`src/rtl/regfile_writer.sv`:
```
// regfile_writer: two-channel write-back queue feeding the register-file write port.
// Optional REGFILE_WRITER_BYPASS_EN adds a combinational query of the youngest pending write.
module regfile_writer #(
    parameter int DEPTH = 4,
    parameter int DW    = 16,
    parameter int AW    = 5
) (
    input  logic              clk,
    input  logic              reset,
    input  logic              a_valid,
    output logic              a_ready,
    input  logic [AW-1:0]     a_idx,
    input  logic [DW-1:0]     a_data,
    input  logic              b_valid,
    output logic              b_ready,
    input  logic [AW-1:0]     b_idx,
    input  logic [DW-1:0]     b_data,
    output logic              w_en,
    output logic [AW-1:0]     w_idx,
    output logic [DW-1:0]     w_data,
    output logic [2**AW-1:0]  pending,
    output logic              busy
`ifdef REGFILE_WRITER_BYPASS_EN
    ,
    input  logic [AW-1:0]     q_idx,
    output logic              q_hit,
    output logic [DW-1:0]     q_data
`endif
);
    localparam int PW = $clog2(DEPTH);
    localparam logic [PW:0] FULL = (PW+1)'(DEPTH);

    logic [AW-1:0] idx_q [DEPTH];
    logic [AW-1:0] idx_d [DEPTH];
    logic [DW-1:0] data_q [DEPTH];
    logic [DW-1:0] data_d [DEPTH];
    logic [PW-1:0] rd_ptr_q, rd_ptr_d, wr_ptr_q, wr_ptr_d;
    logic [PW:0]   count_q, count_d, free;
    logic          rr_q, rr_d;
    logic          w_en_q, w_en_d;
    logic [AW-1:0] w_idx_q, w_idx_d;
    logic [DW-1:0] w_data_q, w_data_d;
    logic          a_fire, b_fire, pop, first_b;

    always_comb begin
        free    = FULL - count_q;
        a_ready = free > 1 || (free == 1 && (!b_valid || !rr_q));
        b_ready = free > 1 || (free == 1 && (!a_valid || rr_q));
        a_fire  = a_valid && a_ready;
        b_fire  = b_valid && b_ready;
        pop     = count_q != 0;
        first_b = b_fire && (!a_fire || rr_q);
        idx_d   = idx_q;
        data_d  = data_q;
        if (a_fire || b_fire) begin
            idx_d[wr_ptr_q]  = first_b ? b_idx : a_idx;
            data_d[wr_ptr_q] = first_b ? b_data : a_data;
        end
        // On a dual accept the non-preferred channel lands one slot later (younger).
        if (a_fire && b_fire) begin
            idx_d[wr_ptr_q + 1'b1]  = rr_q ? a_idx : b_idx;
            data_d[wr_ptr_q + 1'b1] = rr_q ? a_data : b_data;
        end
        wr_ptr_d = wr_ptr_q + PW'(a_fire) + PW'(b_fire);
        rd_ptr_d = rd_ptr_q + PW'(pop);
        count_d  = count_q + {{PW{1'b0}}, a_fire} + {{PW{1'b0}}, b_fire} - {{PW{1'b0}}, pop};
        rr_d     = (a_valid && b_valid && (a_fire || b_fire)) ? !rr_q : rr_q;
        w_en_d   = pop;
        w_idx_d  = pop ? idx_q[rd_ptr_q] : w_idx_q;
        w_data_d = pop ? data_q[rd_ptr_q] : w_data_q;
    end

    always_ff @(posedge clk or negedge reset) begin
        if (!reset) begin
            rd_ptr_q <= '0;
            wr_ptr_q <= '0;
            count_q  <= '0;
            rr_q     <= 1'b0;
            w_en_q   <= 1'b0;
            w_idx_q  <= '0;
            w_data_q <= '0;
        end else begin
            rd_ptr_q <= rd_ptr_d;
            wr_ptr_q <= wr_ptr_d;
            count_q  <= count_d;
            rr_q     <= rr_d;
            w_en_q   <= w_en_d;
            w_idx_q  <= w_idx_d;
            w_data_q <= w_data_d;
        end
    end

    // Storage needs no reset: the count alone decides which slots are live.
    always_ff @(posedge clk) begin
        idx_q  <= idx_d;
        data_q <= data_d;
    end

    always_comb begin
        pending = '0;
        for (int i = 0; i < DEPTH; i++)
            if ({1'b0, PW'(PW'(i) - rd_ptr_q)} < count_q)
                pending[idx_q[i]] = 1'b1;
        if (w_en_q)
            pending[w_idx_q] = 1'b1;
    end

    assign w_en   = w_en_q;
    assign w_idx  = w_idx_q;
    assign w_data = w_data_q;
    assign busy   = pop || w_en_q;

`ifdef REGFILE_WRITER_BYPASS_EN
    // Walk oldest to newest so the last match seen is the youngest one.
    always_comb begin
        q_hit  = pending[q_idx];
        q_data = (w_en_q && w_idx_q == q_idx) ? w_data_q : '0;
        for (int k = 0; k < DEPTH; k++)
            if ({1'b0, PW'(k)} < count_q && idx_q[rd_ptr_q + PW'(k)] == q_idx)
                q_data = data_q[rd_ptr_q + PW'(k)];
    end
`endif
endmodule

```
`config.mk`:
```
export PLATFORM = sky130hd
export DESIGN_NAME = regfile_writer
export DESIGN_NICKNAME = d
export VERILOG_FILES = /design/src/rtl/regfile_writer.sv
export SDC_FILE = /design/constraint.sdc
export NUM_CORES = 1
export LEC_CHECK = 0
export BUFFER_PORTS_ARGS = -buffer_cell sky130_fd_sc_hd__clkbuf_2
export CAP_MARGIN = 30
export CORE_ASPECT_RATIO = 2
export CORE_UTILIZATION = 44
export CTS_BUF_LIST = sky130_fd_sc_hd__clkbuf_4 sky130_fd_sc_hd__clkbuf_8
export CTS_CLUSTER_DIAMETER = 150
export DETAILED_ROUTE_END_ITERATION = 8
export GPL_ROUTABILITY_DRIVEN = 0
export SYNTH_ARGS = -nofsm -noshare
export SYNTH_HDL_FRONTEND = slang
export SYNTH_SLANG_ARGS = --single-unit
```
`constraint.sdc`:
```
create_clock -name clk -period 8 [get_ports clk]
set_clock_uncertainty 0.2 [all_clocks]
set_input_delay 0.4 -clock clk [delete_from_list [all_inputs] [get_ports clk]]
set_output_delay 0.4 -clock clk [all_outputs]
set_load 0.01 [all_outputs]
```
# Word level (Yosys, flattened, before mapping)

Cells that the tools add are included.

Reductions and logical operators: 27
Bitwise logic cells: 7
$add $sub $neg: 12
Magnitude comparators: 20
Eq/ne operators: 1
Muxes and demuxes: 41

Operator list:

| cell               | number |
|---|---|
| $mux 32            | 5 |
| $bwmux 64          | 2 |
| $mux 64            | 2 |
| $or 32x32->32      | 4 |
| $mux 16            | 6 |
| $demux 16 s2       | 2 |
| $bwmux 20          | 2 |
| $mux 20            | 2 |
| $bmux 16 s2        | 1 |
| $lt 5x6->1 const B | 5 |
| $mux 5             | 6 |
| $demux 1 s5        | 5 |
| $ge 5x1->1 const B | 5 |
| $demux 5 s2        | 2 |
| $logic_and 1x1->1  | 15 |
| $lt 2x3->1         | 4 |
| $bmux 5 s2         | 1 |
| $ge 3x3->1 const B | 3 |
| $not 2->3          | 3 |
| $logic_or 1x1->1   | 7 |
| $add 2x1->2        | 3 |
| $add 3x1->3        | 2 |
| $lt 3x1->1 const B | 2 |
| $mux 1             | 5 |
| 9 further kinds    | 14 |

Bits in registers: 114
Output and inout bits: 57
Bits of input ports: 46

# Longest topological paths before layout

Word-level depth: 13
Depth in mapped cells: 12
Depth with buffers taken out: 11

# Least setup slack after synthesis

OpenSTA, ideal clock, no wires.

Path type: register to output
Start: reg rd_ptr_q[1]
End: out pending[0]
Path slack: 4650 ps
Buffers on the path: 3
Cell stages (with the launch flop): 10
Arrival: 2750 ps
Data required time: 7400 ps
Path through: dfrtp_1 > buf_2 > buf_1 > buf_2 > inv_1 > ha_1 > nor2b_1 > a2111oi_0 > a22oi_1 > nand3_1

Cells in the longest elaborated chain, start to end: 11

Ends and longest elaborated chain:

| element                        | line | source |
|---|---|---|
| start, declared                | 37   | `logic [PW-1:0] rd_ptr_q, rd_ptr_d, wr_ptr_q, wr_ptr_d;` |
| start signal, assigned         | 83   | `rd_ptr_q <= rd_ptr_d;` |
| $sub 1x2->2                    | 102  | `if ({1'b0, PW'(PW'(i) - rd_ptr_q)} < count_q)` |
| $lt 2x3->1                     | 102  |  |
| $mux 32                        | 102  |  |
| $or 32x32->32 (no source line) | --   |  |
| $mux 32                        | 102  |  |
| $or 32x32->32 (no source line) | --   |  |
| $mux 32                        | 102  |  |
| $or 32x32->32 (no source line) | --   |  |
| $mux 32 (*)                    | 102  |  |
| $or 32x32->32 (no source line) | --   |  |
| $mux 32 (*)                    | 104  | `if (w_en_q)` |
| end, declared                  | 21   | `output logic [2**AW-1:0] pending,` |

Every way passes the cells marked *; elsewhere a longest branch is shown, timed or not.

# Final worst setup path

Start: reg rd_ptr_q[0]
End: out pending[21]

Same word-level chain as after synthesis.

==> run metrics <==
CTS Root Cell=clkbuf_8; dominant synthesized flop cell=dfxtp_1; Crit. End Element=output port; Worst R2R Start=count_q[0]$_DFF_PN0_; fin crit share=48.8%; Multi-input gate area=4800 um2; FF+latch area=2430 um2; final hold vios=0; DRC viols=0; Seq/Total Area, Yosys=31.5%; Syn Inst Count=924; starting density of the core=44.9%; crit-path cells=buf_4, xor2_1, ha_1, nor2b_1, a2111oi_4, a22oi_1, nand3_1, clkbuf_2; slowest cell delay on critical path=0.83 ns; first-pass GRT wire length=43,900 um; cell area after synthesis=7720 um2; Slew HR=27.5%; Synth Register Bits=114; TritonCTS Sinks=114; worst slew pin tran=1.08 ns; Initial DRC Count=455; R2R depth=7; Layout area overhead=14.5%; vias in the first global route=7,709; worst-path maximum fanout=27; iteration count of the initial detailed-routing pass=5; setup TNS=0 ns; Worst-path clk slew=0.07 ns; M1 WL=9830 um; # IOs=103; CP startpoint kind=register; post-layout min period=3.91 ns; peak supply drop=259 uV; flop2flop setup slack=4.39 ns; hold path start=b_data[9]; ratio of cells with drive above 1 in the final layout=21.8%; Detail Route Antenna Nets=0; Worst EP arrival=3.31 ns; max-cap viol count=0; dpl hpwl=18,800 um; hold path cells=3; Hold EP=data_q[57]$_DFF_P_; PwrDens=518 nW/um2; GRT Total Usage=33.2%; number of flops mapped to enable cells by yosys=0; Setup-failing EPs final=0; status=finished clean; Worst EP required=7.40 ns; Die Span X=95.7 um; nets=1,049; post-cts sizing count=0; core box area=17,200 um2; Via density=6.40; Clock Path Buffers=2; Diodes inserted=0; Post-synth ARST share=26.3%; largest net degree at the start of global routing=48; H-tree level count=4; Crit Path Class=register to output port; fmax=256 MHz; Yosys cell types=47; overall power consumption=4570 uW; placed inst area=8380 um2; routed length on met3=1590 um; LEAKAGE=0.00361 uW; synth warn=0; area of the die=18,100 um2; Top Metal Used=met4; via count=7,767; Worst-Skew Late Latency=0.44 ns; Routed WL per cell=22.9 um; die height=189 um; Hold Path Class=input port to register; drt total wl=27,800 um; post-route cell area=8840 um2; Final Max Tran Viols=0; FF-to-FF End=data_q[41]$_DFF_P_; fill cell count=1,719; Remaining Overflow, GRT=0; syn nets=982; CTS tree=done; post-synthesis area per instance=8.35 um2; IO Port Bufs=102; RSZ-0062 raised after global routing=no; slowest CP cell=a2111oi_4; initial antenna violation count=0; crit-path leading delay family=compound AO/OA/AOI/OAI gates; Site Rows=68; CP bufs+invs=2; met2 WL post-DR=14,300 um; CTS Buf Count=17
-- registers in the layout (all words and copies together), names as in the netlist --
| signal | count |
|---|---|
| data_q | 64 |
| idx_q | 20 |
| w_data | 16 |
| w_idx | 5 |
| count_q | 3 |
| rd_ptr_q | 2 |
| wr_ptr_q | 2 |
| rr_q | 1 |
| w_en | 1 |
-- cell type report --
class | count | area share [%]
inverter | 37 | 1.57
sequential | 114 | 27.5
multi-input combinational | 690 | 54.4
timing repair buffer | 131 | 8.69
tap | 210 | 2.97
clock buffer | 20 | 3.12
clock inverter | 12 | 1.74
-- placed cells by master (no fill, tap or decap), types with 19 or more instances in the layout --
master    netlist  layout
nor3_1        111     110
nand2_1       109     109
clkbuf_2        0     102
o21ai_0        85      85
o22ai_1        84      84
dfxtp_1        84      84
nand3_1        58      58
a22oi_1        55      55
inv_1          37      37
dfrtp_1        30      30
mux2i_1        21      21
mux4_2         21      21
clkbuf_8        0      20
a31oi_4        19      19
-- cell usage after synthesis (5+ instances only) --
master | count | share of area (%)
inv_1 | 37 | 1.8
ha_1 | 9 | 1.5
dfrtp_1 | 30 | 9.7
buf_2 | 18 | 1.2
nand2_1 | 109 | 5.3
a22oi_1 | 55 | 5.3
o22ai_1 | 84 | 6.8
a31oi_4 | 19 | 5.2
mux4_2 | 21 | 6.1
dfxtp_1 | 84 | 22
nor3b_1 | 10 | 0.97
nor3_1 | 111 | 7.2
nor2b_1 | 16 | 1.3
nor2_1 | 13 | 0.63
buf_1 | 9 | 0.44
o21ai_0 | 85 | 5.5
clkbuf_1 | 52 | 2.5
mux2i_1 | 21 | 2.7
nand3_1 | 58 | 3.8
nand4_1 | 17 | 1.4
and3_1 | 8 | 0.65
and2_1 | 5 | 0.41
-- tightest hold or removal path, delay by kind of cell --
| kind | cells | cell delay, ns |
|---|---|---|
| multiplexers | 1 | 0.11 |
| AO/OA/AOI/OAI | 1 | 0.14 |
| buffers and inverters | 1 | 0.08 |
-- where the power goes --
| part | total (uW) | internal, uW | switching, uW | leakage, uW |
|---|---|---|---|---|
| Sequential | 1200 | 904 | 296 | 0.00106 |
| Clock | 586 | 333 | 253 | 0.000212 |
| Combinational | 2790 | 1050 | 1740 | 0.00234 |
-- logic make-up (layout without fill, tap and decap cells) --
family	count (synthesis)	count (layout)	synth area share, %
simple gates	364	364	23.6
compound gates	266	266	26.4
buf+inv	120	200	6.74
flops	114	114	31.5
mux	42	42	8.85
fa+ha+maj	12	12	2.24
xor+xnor	6	6	0.681
-- repair_timing --
item                      4_1_cts  5_1_grt
hold endpoints to repair       30        0
buffers inserted                0        0
hold buffers                    1        0
-- metrics by stage --
| stage | hold slack, ns | setup WS (ns) | util [%] | std cells |
|---|---|---|---|---|
| finish | 0.135 | 4.09 | 51.4 | 1214 |
| global route | 0.145 | 3.85 | 51.4 | 1214 |
| CTS | 0.106 | 4.12 | 51.3 | 1212 |
| detailed placement | 0.262 | 4.45 | 48.8 | 1179 |
| global placement | 0.256 | 4.16 | 48.1 | 1168 |
| floorplan | -0.0956 | 4.65 | - | 924 |
-- metal layers --
metal  track usage [%]  up-vias
met5                 0        -
met4              24.4        0
met3              9.16      126
met2              55.3      360
met1              34.6     3648
li1                  -     3633
-- worst max-delay path by stage --
stage                               start            endpoint  slack, ns  cells past startpoint
floorplan           rd_ptr_q[1]$_DFF_PN0_          pending[0]       4.65                      9
detailed placement   count_q[0]$_DFF_PN0_  data_q[20]$_DFF_P_       4.45                      7
global placement     count_q[0]$_DFF_PN0_  data_q[20]$_DFF_P_       4.16                      7
global route        rd_ptr_q[1]$_DFF_PN0_          pending[2]       3.85                      9
CTS                 rd_ptr_q[0]$_DFF_PN0_         pending[29]       4.12                      9
finish              rd_ptr_q[0]$_DFF_PN0_         pending[21]       4.09                      8
(Power assumes the default switching activity.)
